`config.mk`:
```
export PLATFORM = sky130hd
export DESIGN_NAME = uart_rx_frame
export DESIGN_NICKNAME = d
export VERILOG_FILES = /design/src/rtl/uart_pkg.sv /design/src/rtl/uart_rx_fifo.sv /design/src/rtl/uart_rx_frame.sv
export SDC_FILE = /design/constraint.sdc
export NUM_CORES = 1
export LEC_CHECK = 0
export BUFFER_PORTS_ARGS = -buffer_cell sky130_fd_sc_hd__buf_2
export CORE_MARGIN = 1
export CORE_UTILIZATION = 50
export DETAILED_ROUTE_END_ITERATION = 16
export GPL_ROUTABILITY_DRIVEN = 0
export GPL_TIMING_DRIVEN = 0
export PLACE_DENSITY = 0.69
export SYNTH_ARGS = -nofsm -noshare
export SYNTH_HDL_FRONTEND = slang
export SYNTH_HIERARCHICAL = 1
export SYNTH_SLANG_ARGS = --single-unit
```
`constraint.sdc`:
```
create_clock -name CLK -period 3.5 [get_ports CLK]
set_input_delay 0.7 -clock CLK [delete_from_list [all_inputs] [get_ports CLK]]
set_output_delay 0.7 -clock CLK [all_outputs]
set_load 0.005 [all_outputs]
```
`src/rtl/uart_pkg.sv`:
```
// Shared types and constants for the UART receiver.
// Optional output FIFO is enabled in uart_rx_frame by defining UART_RX_FIFO_EN.
package uart_pkg;

  typedef enum logic [2:0] {
    StIdle,
    StStart,
    StData,
    StParity,
    StStop
  } rx_state_e;

  localparam logic PARITY_EVEN = 1'b0;
  localparam logic PARITY_ODD  = 1'b1;

  localparam int unsigned MIN_DATA_BITS = 5;
  // data_bits is 4 bits wide, so no frame ever carries more than 15 data bits.
  localparam int unsigned MAX_DATA_WIDTH = 16;

  typedef struct packed {
    logic [MAX_DATA_WIDTH-1:0] data;
    logic                      parity_error;
    logic                      framing_error;
  } rx_word_t;

  // Clamp a requested data-bit count into MIN_DATA_BITS..max_bits.
  function automatic logic [3:0] clamp_data_bits(logic [3:0] req, int unsigned max_bits);
    if (32'(req) < MIN_DATA_BITS) return 4'(MIN_DATA_BITS);
    if (32'(req) > max_bits) return 4'(max_bits);
    return req;
  endfunction

endpackage

```
`src/rtl/uart_rx_fifo.sv`:
```
// Synchronous FIFO for received words. Depth must be a power of two (>= 2).
// A push on a full FIFO is accepted only when a pop happens in the same cycle.
module uart_rx_fifo #(
  parameter int unsigned Width = 10,
  parameter int unsigned Depth = 4
) (
  input  logic             clk_i,
  input  logic             rst_i,
  input  logic             push_i,
  input  logic [Width-1:0] wdata_i,
  input  logic             pop_i,
  output logic [Width-1:0] rdata_o,
  output logic             full_o,
  output logic             empty_o
);

  localparam int unsigned AddrW = (Depth > 1) ? $clog2(Depth) : 1;
  localparam logic [AddrW:0] FullCnt = Depth[AddrW:0];

  logic [Width-1:0] mem_q [Depth];
  logic [AddrW-1:0] wr_q, wr_d, rd_q, rd_d;
  logic [AddrW:0]   cnt_q, cnt_d;
  logic             do_push, do_pop;

  assign full_o  = (cnt_q == FullCnt);
  assign empty_o = (cnt_q == '0);
  assign do_pop  = pop_i && !empty_o;
  assign do_push = push_i && (!full_o || do_pop);
  assign rdata_o = mem_q[rd_q];

  // Pointer and occupancy next-state.
  always_comb begin
    wr_d  = wr_q;
    rd_d  = rd_q;
    cnt_d = cnt_q;
    if (do_push) wr_d = wr_q + 1'b1;
    if (do_pop)  rd_d = rd_q + 1'b1;
    if (do_push && !do_pop) cnt_d = cnt_q + 1'b1;
    else if (!do_push && do_pop) cnt_d = cnt_q - 1'b1;
  end

  // Storage and pointers; storage clears on reset so the head reads 0.
  always_ff @(posedge clk_i) begin
    if (rst_i) begin
      for (int i = 0; i < int'(Depth); i++) mem_q[i] <= '0;
      wr_q  <= '0;
      rd_q  <= '0;
      cnt_q <= '0;
    end else begin
      if (do_push) mem_q[wr_q] <= wdata_i;
      wr_q  <= wr_d;
      rd_q  <= rd_d;
      cnt_q <= cnt_d;
    end
  end

endmodule

```
`src/rtl/uart_rx_frame.sv`:
```
// Oversampling UART receiver with run-time frame format and valid/ready output.
// Define UART_RX_FIFO_EN for a FIFO_DEPTH-entry output FIFO; otherwise a single
// holding register buffers the received word. DATA_WIDTH must be 5..16.
module uart_rx_frame
  import uart_pkg::*;
#(
  parameter int unsigned DATA_WIDTH     = 8,
  parameter int unsigned PRESCALE_WIDTH = 6,
  parameter int unsigned FIFO_DEPTH     = 4
) (
  input  logic                      CLK,
  input  logic                      RST,
  input  logic                      RX_IN,
  input  logic [PRESCALE_WIDTH-1:0] Prescale,
  input  logic [3:0]                data_bits,
  input  logic                      parity_enable,
  input  logic                      parity_type,
  input  logic                      stop_bits,
  output logic [DATA_WIDTH-1:0]     P_DATA,
  output logic                      data_valid,
  input  logic                      data_ready,
  output logic                      parity_error,
  output logic                      framing_error,
  output logic                      overrun,
  output logic                      busy
);

  localparam int unsigned EntryW = DATA_WIDTH + 2;
  localparam logic [PRESCALE_WIDTH-1:0] One = 1;

  logic [1:0] sync_q;
  logic       rx_s;

  rx_state_e                 state_q, state_d;
  logic [PRESCALE_WIDTH-1:0] edge_q, edge_d, pre_q, pre_d, mid;
  logic [3:0]                bit_q, bit_d, nbits_q, nbits_d;
  logic [1:0]                samp_q, samp_d;
  logic [DATA_WIDTH-1:0]     data_q, data_d;
  logic                      perr_q, perr_d, ferr_q, ferr_d;
  logic                      par_en_q, par_en_d, par_type_q, par_type_d, stop2_q, stop2_d;
  logic                      at_s0, at_s1, at_dec, at_end, maj, stop_last;

  rx_word_t          word;
  logic [EntryW-1:0] entry, buf_head;
  logic              push, pop, buf_valid, buf_full, overrun_q, overrun_d;
  logic              unused_word;

  // Two-flop synchronizer; flops reset high so reset never looks like a start bit.
  always_ff @(posedge CLK) begin
    if (RST) sync_q <= 2'b11;
    else     sync_q <= {sync_q[0], RX_IN};
  end
  assign rx_s = sync_q[1];

  assign mid       = pre_q >> 1;
  assign at_s0     = (edge_q == mid - One);
  assign at_s1     = (edge_q == mid);
  assign at_dec    = (edge_q == mid + One);
  assign at_end    = (edge_q == pre_q - One);
  assign maj       = (samp_q[0] & samp_q[1]) | (samp_q[0] & rx_s) | (samp_q[1] & rx_s);
  assign stop_last = !stop2_q || (bit_q == 4'd1);

  // FSM next-state: sampling, bit assembly, parity/stop checks and completion push.
  always_comb begin
    state_d    = state_q;
    edge_d     = at_end ? '0 : edge_q + One;
    bit_d      = bit_q;
    samp_d     = samp_q;
    data_d     = data_q;
    perr_d     = perr_q;
    ferr_d     = ferr_q;
    pre_d      = pre_q;
    nbits_d    = nbits_q;
    par_en_d   = par_en_q;
    par_type_d = par_type_q;
    stop2_d    = stop2_q;
    push       = 1'b0;
    if (at_s0) samp_d[0] = rx_s;
    if (at_s1) samp_d[1] = rx_s;
    unique case (state_q)
      StIdle: begin
        edge_d = '0;
        if (!rx_s) begin
          // The detection cycle is count 0 of the start bit, so START begins at 1.
          state_d    = StStart;
          edge_d     = One;
          bit_d      = '0;
          data_d     = '0;
          perr_d     = 1'b0;
          ferr_d     = 1'b0;
          pre_d      = Prescale;
          nbits_d    = clamp_data_bits(data_bits, DATA_WIDTH);
          par_en_d   = parity_enable;
          par_type_d = parity_type;
          stop2_d    = stop_bits;
        end
      end
      StStart: begin
        if (at_dec && maj) state_d = StIdle;
        else if (at_end)   state_d = StData;
      end
      StData: begin
        if (at_dec) data_d = data_q | (DATA_WIDTH'(maj) << bit_q);
        if (at_end) begin
          if (bit_q == nbits_q - 4'd1) begin
            bit_d   = '0;
            state_d = par_en_q ? StParity : StStop;
          end else begin
            bit_d = bit_q + 4'd1;
          end
        end
      end
      StParity: begin
        if (at_dec) perr_d = (maj != ((^data_q) ^ (par_type_q != PARITY_EVEN)));
        if (at_end) state_d = StStop;
      end
      StStop: begin
        if (at_dec && !maj) ferr_d = 1'b1;
        // Complete at the last stop decision so a start edge half a bit later is caught.
        if (at_dec && stop_last) begin
          push    = 1'b1;
          state_d = StIdle;
        end else if (at_end) begin
          bit_d = bit_q + 4'd1;
        end
      end
      default: state_d = StIdle;
    endcase
  end

  // FSM and latched frame-format registers.
  always_ff @(posedge CLK) begin
    if (RST) begin
      state_q    <= StIdle;
      edge_q     <= '0;
      bit_q      <= '0;
      samp_q     <= '0;
      data_q     <= '0;
      perr_q     <= 1'b0;
      ferr_q     <= 1'b0;
      pre_q      <= '0;
      nbits_q    <= 4'(MIN_DATA_BITS);
      par_en_q   <= 1'b0;
      par_type_q <= 1'b0;
      stop2_q    <= 1'b0;
    end else begin
      state_q    <= state_d;
      edge_q     <= edge_d;
      bit_q      <= bit_d;
      samp_q     <= samp_d;
      data_q     <= data_d;
      perr_q     <= perr_d;
      ferr_q     <= ferr_d;
      pre_q      <= pre_d;
      nbits_q    <= nbits_d;
      par_en_q   <= par_en_d;
      par_type_q <= par_type_d;
      stop2_q    <= stop2_d;
    end
  end

  // Word assembled at completion; the final stop decision folds in combinationally.
  always_comb begin
    word.data          = MAX_DATA_WIDTH'(data_q);
    word.parity_error  = perr_q;
    word.framing_error = ferr_q | ~maj;
  end
  assign entry       = {word.data[DATA_WIDTH-1:0], word.parity_error, word.framing_error};
  assign unused_word = ^word.data;

`ifdef UART_RX_FIFO_EN
  logic fifo_full, fifo_empty;

  uart_rx_fifo #(
    .Width(EntryW),
    .Depth(FIFO_DEPTH)
  ) u_fifo (
    .clk_i  (CLK),
    .rst_i  (RST),
    .push_i (push),
    .wdata_i(entry),
    .pop_i  (pop),
    .rdata_o(buf_head),
    .full_o (fifo_full),
    .empty_o(fifo_empty)
  );

  assign buf_valid = !fifo_empty;
  assign buf_full  = fifo_full;
`else
  logic [EntryW-1:0] hold_q, hold_d;
  logic              hold_vld_q, hold_vld_d;
  logic              unused_depth;

  assign unused_depth = ^FIFO_DEPTH;

  // Single-entry holding register; a push on full is taken only alongside a pop.
  always_comb begin
    hold_d     = hold_q;
    hold_vld_d = hold_vld_q;
    if (push && (!hold_vld_q || pop)) begin
      hold_d     = entry;
      hold_vld_d = 1'b1;
    end else if (pop) begin
      hold_vld_d = 1'b0;
    end
  end

  // Holding register state.
  always_ff @(posedge CLK) begin
    if (RST) begin
      hold_q     <= '0;
      hold_vld_q <= 1'b0;
    end else begin
      hold_q     <= hold_d;
      hold_vld_q <= hold_vld_d;
    end
  end

  assign buf_head  = hold_q;
  assign buf_valid = hold_vld_q;
  assign buf_full  = hold_vld_q;
`endif

  assign pop       = buf_valid && data_ready;
  assign overrun_d = push && buf_full && !pop;

  // Overrun pulse lands in the cycle the dropped word would have presented.
  always_ff @(posedge CLK) begin
    if (RST) overrun_q <= 1'b0;
    else     overrun_q <= overrun_d;
  end

  assign {P_DATA, parity_error, framing_error} = buf_head;
  assign data_valid = buf_valid;
  assign overrun    = overrun_q;
  assign busy       = (state_q != StIdle);

endmodule

```
==> results of run 1 <==
-- kinds of logic after synthesis --
| family | share of synthesized area [%] |
|---|---|
| and+or+nand+nor | 23.1 |
| AOI/OAI and AO/OA | 14.8 |
| DFF | 37.3 |
| xor gates and xnor gates | 11.6 |
| buffers and inverters | 4.80 |
| muxes | 4.71 |
| adders and majority gates | 3.59 |
-- synthesized netlist by cell type (all sizes together) (4+ instances only) --
library cell,count
dfxtp,52
nand2,44
nor2,29
a21oi,28
xnor2,23
clkbuf,15
xor2,14
o21ai,13
mux2i,12
nor3,12
inv,11
nand3,11
ha,8
buf,6
or3,6
nand2b,5
a21boi,4
and3,4
or2,4
-- per-stage QoR --
stage	hold slack [ns]	setup slack (ns)	std cells	instance area (um^2)	total power, mW
floorplan	0.389	1.08	340	2790	0.739
global placement	0.394	0.871	439	3020	0.778
detailed placement	0.403	0.843	439	3020	0.781
CTS	0.439	0.810	447	3120	1.15
global route	0.468	0.575	447	3120	1.19
finish	0.433	0.797	447	3120	1.14
-- sequential cells by signal, summed over array words and instances, names as in the netlist, 2 cells and up --
register	cells
buf_head	10
data_q	8
edge_q	6
pre_q	6
bit_q	4
nbits_q	4
state_q	3
samp_q	2
sync_q	2
-- power groups by stage --
stage / sequential (mW) / combinational (mW) / clock, mW
after floorplan: 0.627 / 0.112 / 0
after global placement: 0.630 / 0.147 / 0
after detailed placement: 0.631 / 0.150 / 0
after CTS: 0.617 / 0.151 / 0.386
after global routing: 0.620 / 0.170 / 0.402
final: 0.617 / 0.150 / 0.374
-- final timing paths --
| check | slack (ns) | cells past startpoint | endpoint | start |
|---|---|---|---|---|
| setup / recovery | 0.80 | 10 | state_q[1] | pre_q[2] |
| hold / removal | 0.43 | 1 | sync_q[1] | sync_q[0] |
| hold reg to reg | 0.43 | 1 | sync_q[1] | sync_q[0] |
| setup reg to reg | 0.80 | 10 | state_q[1] | pre_q[2] |
-- area by class of cell --
class | instances | area, um^2 | area share (%)
Buffer | 21 | 92.6 | 2.97
Clock buffer | 5 | 68.8 | 2.21
Clock inverter | 3 | 28.8 | 0.922
Inverter | 11 | 41.3 | 1.32
Multi-Input combinational cell | 256 | 1620 | 51.8
Sequential cell | 52 | 1040 | 33.4
Tap cell | 70 | 87.6 | 2.81
Timing Repair Buffer | 29 | 145 | 4.65
-- cell usage in the layout (no fill, tap or decap), drive strengths merged, types with 3 or more instances in the layout --
| cell type | count |
|---|---|
| a21boi | 4 |
| a21oi | 28 |
| and2 | 3 |
| and3 | 4 |
| and3b | 3 |
| buf | 35 |
| clkbuf | 20 |
| dfxtp | 52 |
| ha | 8 |
| inv | 14 |
| mux2i | 12 |
| nand2 | 44 |
| nand2b | 5 |
| nand3 | 11 |
| nand4 | 3 |
| nor2 | 29 |
| nor2b | 3 |
| nor3 | 12 |
| o211ai | 3 |
| o21ai | 13 |
| o21bai | 3 |
| o31ai | 3 |
| or2 | 4 |
| or3 | 6 |
| xnor2 | 23 |
| xor2 | 14 |
-- routing by layer --
metal | share of wire [%] | track usage (%) | up-vias | wire [um]
met3 | 4.3 | 3.69 | 7 | 259
met4 | 1.4 | 7.50 | 0 | 82
met2 | 48 | 39.9 | 53 | 2920
met1 | 46 | 27.0 | 1121 | 2760
li1 | - | - | 1227 | -
met5 | 0 | 0 | - | 0
==> flow_summary_export.csv, run 1 <==
group,metric,value,unit
status,run_status,"complete, no violations",
synthesis,synth_area,0.00279,mm^2
place,dp_hpwl,4.48,mm
critical_path,path_delay_family,"simple AND/OR/NAND/NOR gates",
pwr,intPower,819,uW
drt,drc,0,
synthesis,yosys.area.top_type,"dfxtp_1",
sta,worstMarginPinSlew,0.709,ns
cts,cts_resized,0,
critical_path,cp.required,3.71,ns
synthesis,synth-edff-count,0,
place,numPortBuffers,29,
drt,first_iter_violations,88,
drt,viasPerCell,5.39,
critical_path,end_kind,"flip-flop",
floorplan,initial_core_util,53.3,%
sta,setup_viol,0,
sta,fin_skew,0.0175,ns
pwr,power_switching,323,uW
cts,postCtsHoldBufs,0,
floorplan,io_pins,30,
synthesis,yosys-top-cells-area,"dfxtp_1 37%, xnor2_1 7.2%, nand2_1 5.9%, a21oi_1 5.0%, xor2_1 4.4%",
cts,cts.htree.levels,2,
critical_path,critPathBufInv,2,
final_layout,syn2layout_area_growth,11.8,%
sta,grt_setup_unrepaired,"false",
pwr,p_leak,1.30,nW
sta,tns,0,ns
critical_path,critical_path_class,"reg -> reg",
final_layout,final_core_util,59.6,%
sta,maxSlewHeadroom,52.6,%
cts,clock_sinks,52,
critical_path,max_stage_delay,0.39,ns
floorplan,fp.dieH,76.7,um
critical_path,crit_chain,"buf_2 > inv_1 > ha_1 > nor3b_1 > nand3_1 > nand4b_1 > nor2_1 > or2_2 > o311ai_0 > mux2_2",
cts,cts_tree,"done",
sta,fin_crit_sh,77.2,%
synthesis,synth-main-ff-cell,"dfxtp_1",
drt,drt-total-wl,6.02,mm
cts,post_cts_buffers,0,
synthesis,avgSynthCellArea,8.21,um^2
drt,first_pass_iters,4,
drt,num_vias,2408,
floorplan,rows,26,
floorplan,die-area,0.00588,mm^2
final_layout,antennaDiodeCount,0,
pwr,seq_power_share,54.1,%
cts,clk_path_buf_depth,2,
cts,clk_pin_slew,0.10,ns
global_route,antenna_found_initial,0,
synthesis,synth_nets,365,
pwr,swShare,28.3,%
global_route,grt.overflow.total,0,
drt,wl_per_cell,13.5,um
floorplan,dieWidth,76.7,um
flow_run,drv_cap,0,
sta,hold_viol_final,0,
synthesis,yosysUniqueCellTypes,46,
global_route,grt_max_degree,20,
cts,cts_buffers,5,
synthesis,synth_seq_cells,52,
sta,fmaxAchievable,0.370,GHz
global_route,grt_pass1_wl,10.6,mm
final_layout,layout.nets,401,
critical_path,cp_data_arrival_time,2.91,ns
synthesis,synth_warnings,6,
synthesis,synth_top_area_share,37.3,%
sta,period_needed,2.70,ns
pwr,p_comb_share,13.2,%
floorplan,core_area,0.00524,mm^2
synthesis,syn_inst,340,
final_layout,fillers,510,
global_route,grt_usage,22.4,%
global_route,grt_pass1_vias,2329,
drt,ant_nets,0,
pwr,powerDensity,366,mW/mm^2
cts,clk-insertion-delay-late,0.32,ns
pwr,power_frac_clock,32.7,%
cts,cts_root_buf,"clkbuf_8",
final_layout,drive_gt1_share,13.8,%
synthesis,synth-seq-area-share,37.3,%
critical_path,startpoint_type,"flip-flop",
critical_path,worstPathMaxFanout,8,
min_path,hold_class,"reg -> reg",
sta,slew_viol_final,0,
critical_path,cp_slowest_cell,"o311ai_0",
pwr,ir_drop,212,uV
synthesis,async_reset_ff_share,0,%
(Power assumes the default switching activity.)
==> inputs of run 2 (changes only) <==
- PLACE_DENSITY: 0.69 -> 0.71
- clock period: 3.5 -> 2.45 ns (I/O delays scaled with it)
==> run 2 against run 1 <==
Compared with the run above:
- routed wire length up 8.8%
- register-to-register slack got worse by 0.79 ns
- hold slack worse by 0.091 ns
- critical path type unchanged
- highest routed layer unchanged
==> flow_summary_export.csv, run 2 (synthesis results as in run 1) <==
group,metric,value,unit
cts,cts.htree.levels,2,
final_layout,fillers,479,
critical_path,worst-r2r-cell-count,10,
sta,period_needed,2.44,ns
critical_path,r2r-end,"buf_head[9]",
floorplan,io_pins,30,
cts,cts_buffers,5,
global_route,grt_pass1_vias,2419,
final_layout,antennaDiodeCount,0,
place,dp_hpwl,4.57,mm
sta,setup_ws,0.00910,ns
place,numPortBuffers,29,
drt,num_vias,2481,
critical_path,end_kind,"flip-flop",
sta,fin_crit_sh,99.6,%
final_layout,syn2layout_area_growth,19.1,%
critical_path,cp_data_arrival_time,2.63,ns
flow_run,drv_cap,0,
final_layout,regArea,0.00105,mm^2
sta,fin_skew,0.00705,ns
floorplan,core_area,0.00524,mm^2
global_route,antenna_found_initial,0,
cts,clock_sinks,52,
place,place_ws,-0.225,ns
global_route,grt.overflow.total,0,
final_layout,largest_reg_flops,10,
critical_path,worstSetupEndpoint,"buf_head[9]",
critical_path,startpoint_type,"flip-flop",
critical_path,worstReg2RegStart,"pre_q[2]",
drt,viasPerCell,5.46,
cts,clk-insertion-delay-late,0.32,ns
sta,fmaxAchievable,0.410,GHz
cts,cts_root_buf,"clkbuf_8",
global_route,grt_usage,22.9,%
sta,grt_setup_unrepaired,"true",
drt,drc,0,
cts,postCtsHoldBufs,0,
critical_path,worstPathMaxFanout,7,
sta,maxSlewHeadroom,59.2,%
final_layout,final_core_util,63.5,%
floorplan,fp.dieH,76.7,um
sta,setup_viol,0,
sta,tns,0,ns
pwr,p_leak,1.37,nW
global_route,grt_max_degree,19,
critical_path,critical_path_class,"reg -> reg",
drt,first_iter_violations,91,
drt,wl_per_cell,14.4,um
cts,clk_path_buf_depth,2,
final_layout,multi_input_area,0.00171,mm^2
floorplan,initial_core_util,53.3,%
final_layout,final_common_cell,"dfxtp_1",
sta,slew_viol_final,0,
pwr,powerDensity,498,mW/mm^2
sta,worstMarginPinSlew,0.607,ns
min_path,hold_class,"in -> reg",
sta,hold_viol_final,0,
floorplan,die-area,0.00588,mm^2
drt,ant_nets,0,
critical_path,rrSetupSlack,0.009,ns
final_layout,drive_gt1_share,21.4,%
pwr,ir_drop,462,uV
global_route,grt_pass1_wl,10.9,mm
floorplan,dieWidth,76.7,um
critical_path,cp.required,2.64,ns
drt,drt-total-wl,6.55,mm
drt,first_pass_iters,4,
critical_path,crit_start,"pre_q[2]",
final_layout,layout.nets,408,
cts,cts_tree,"done",
status,run_status,"complete, no violations",
cts,clk_pin_slew,0.10,ns
floorplan,rows,26,
final_layout,final_cell_mix,"48 x dfxtp_1, 43 x nand2_1, 30 x buf_2",
[run 2: worst min path at each step]
| stage | startpoint | to | slack (ns) | depth (start not counted) |
|---|---|---|---|---|
| 6_report | RX_IN | sync_q[0] | 0.34 | 2 |
| 5_1_grt | RX_IN | sync_q[0] | 0.35 | 2 |
| 4_1_cts | RX_IN | sync_q[0] | 0.34 | 2 |
| 3_5_place_dp | sync_q[0] | sync_q[1] | 0.39 | 1 |
| 3_3_place_gp | sync_q[0] | sync_q[1] | 0.39 | 1 |
| 2_1_floorplan | sync_q[0] | sync_q[1] | 0.39 | 1 |
[run 2: final cells by class]
type	instances	share of cell area, %
Sequential cell	52	31.5
Clock inverter	3	0.828
Clock buffer	5	2.07
Tap cell	70	2.63
Timing Repair Buffer	37	6.70
Multi-Input combinational cell	256	51.5
Buffer	20	3.42
Inverter	11	1.32
[run 2: layer usage]
| metal | up-vias | share of wire [%] | global-route usage, % |
|---|---|---|---|
| met3 | 13 | 3.9 | 4.17 |
| met2 | 42 | 51 | 41.2 |
| met5 | - | 0 | 0 |
| met1 | 1184 | 43 | 27.3 |
| li1 | 1242 | - | - |
| met4 | 0 | 1.7 | 7.50 |
[run 2: timing repair]
action                                  CTS  global route
setup buffers                             2             5
gates cloned                              0             1
resized for setup                        22            18
endpoints found under the setup margin   22            34
pin swaps                                 2             2
[run 2: per-stage QoR]
step / hold slack (ns) / power, mW / area [um^2] / instances
final: 0.342 / 1.65 / 3320 / 454
after global routing: 0.354 / 1.72 / 3320 / 454
after CTS: 0.341 / 1.64 / 3200 / 449
after detailed placement: 0.393 / 1.12 / 3020 / 439
after global placement: 0.394 / 1.11 / 3020 / 439
after floorplan: 0.389 / 1.06 / 2790 / 340
[run 2: report_power, final]
part,internal (mW),switching [mW]
sequential,0.863,0.0211
combinational,0.110,0.137
clock,0.210,0.313
[run 2: critical path, cell delays in order (launching register included)]
cell	delay (ns)
dfxtp_2	0.37
buf_6	0.14
inv_4	0.04
ha_4	0.26
xnor2_2	0.11
nand2b_1	0.10
or3_4	0.43
or4_4	0.48
clkbuf_16	0.18
mux2i_1	0.14
nor2_1	0.05
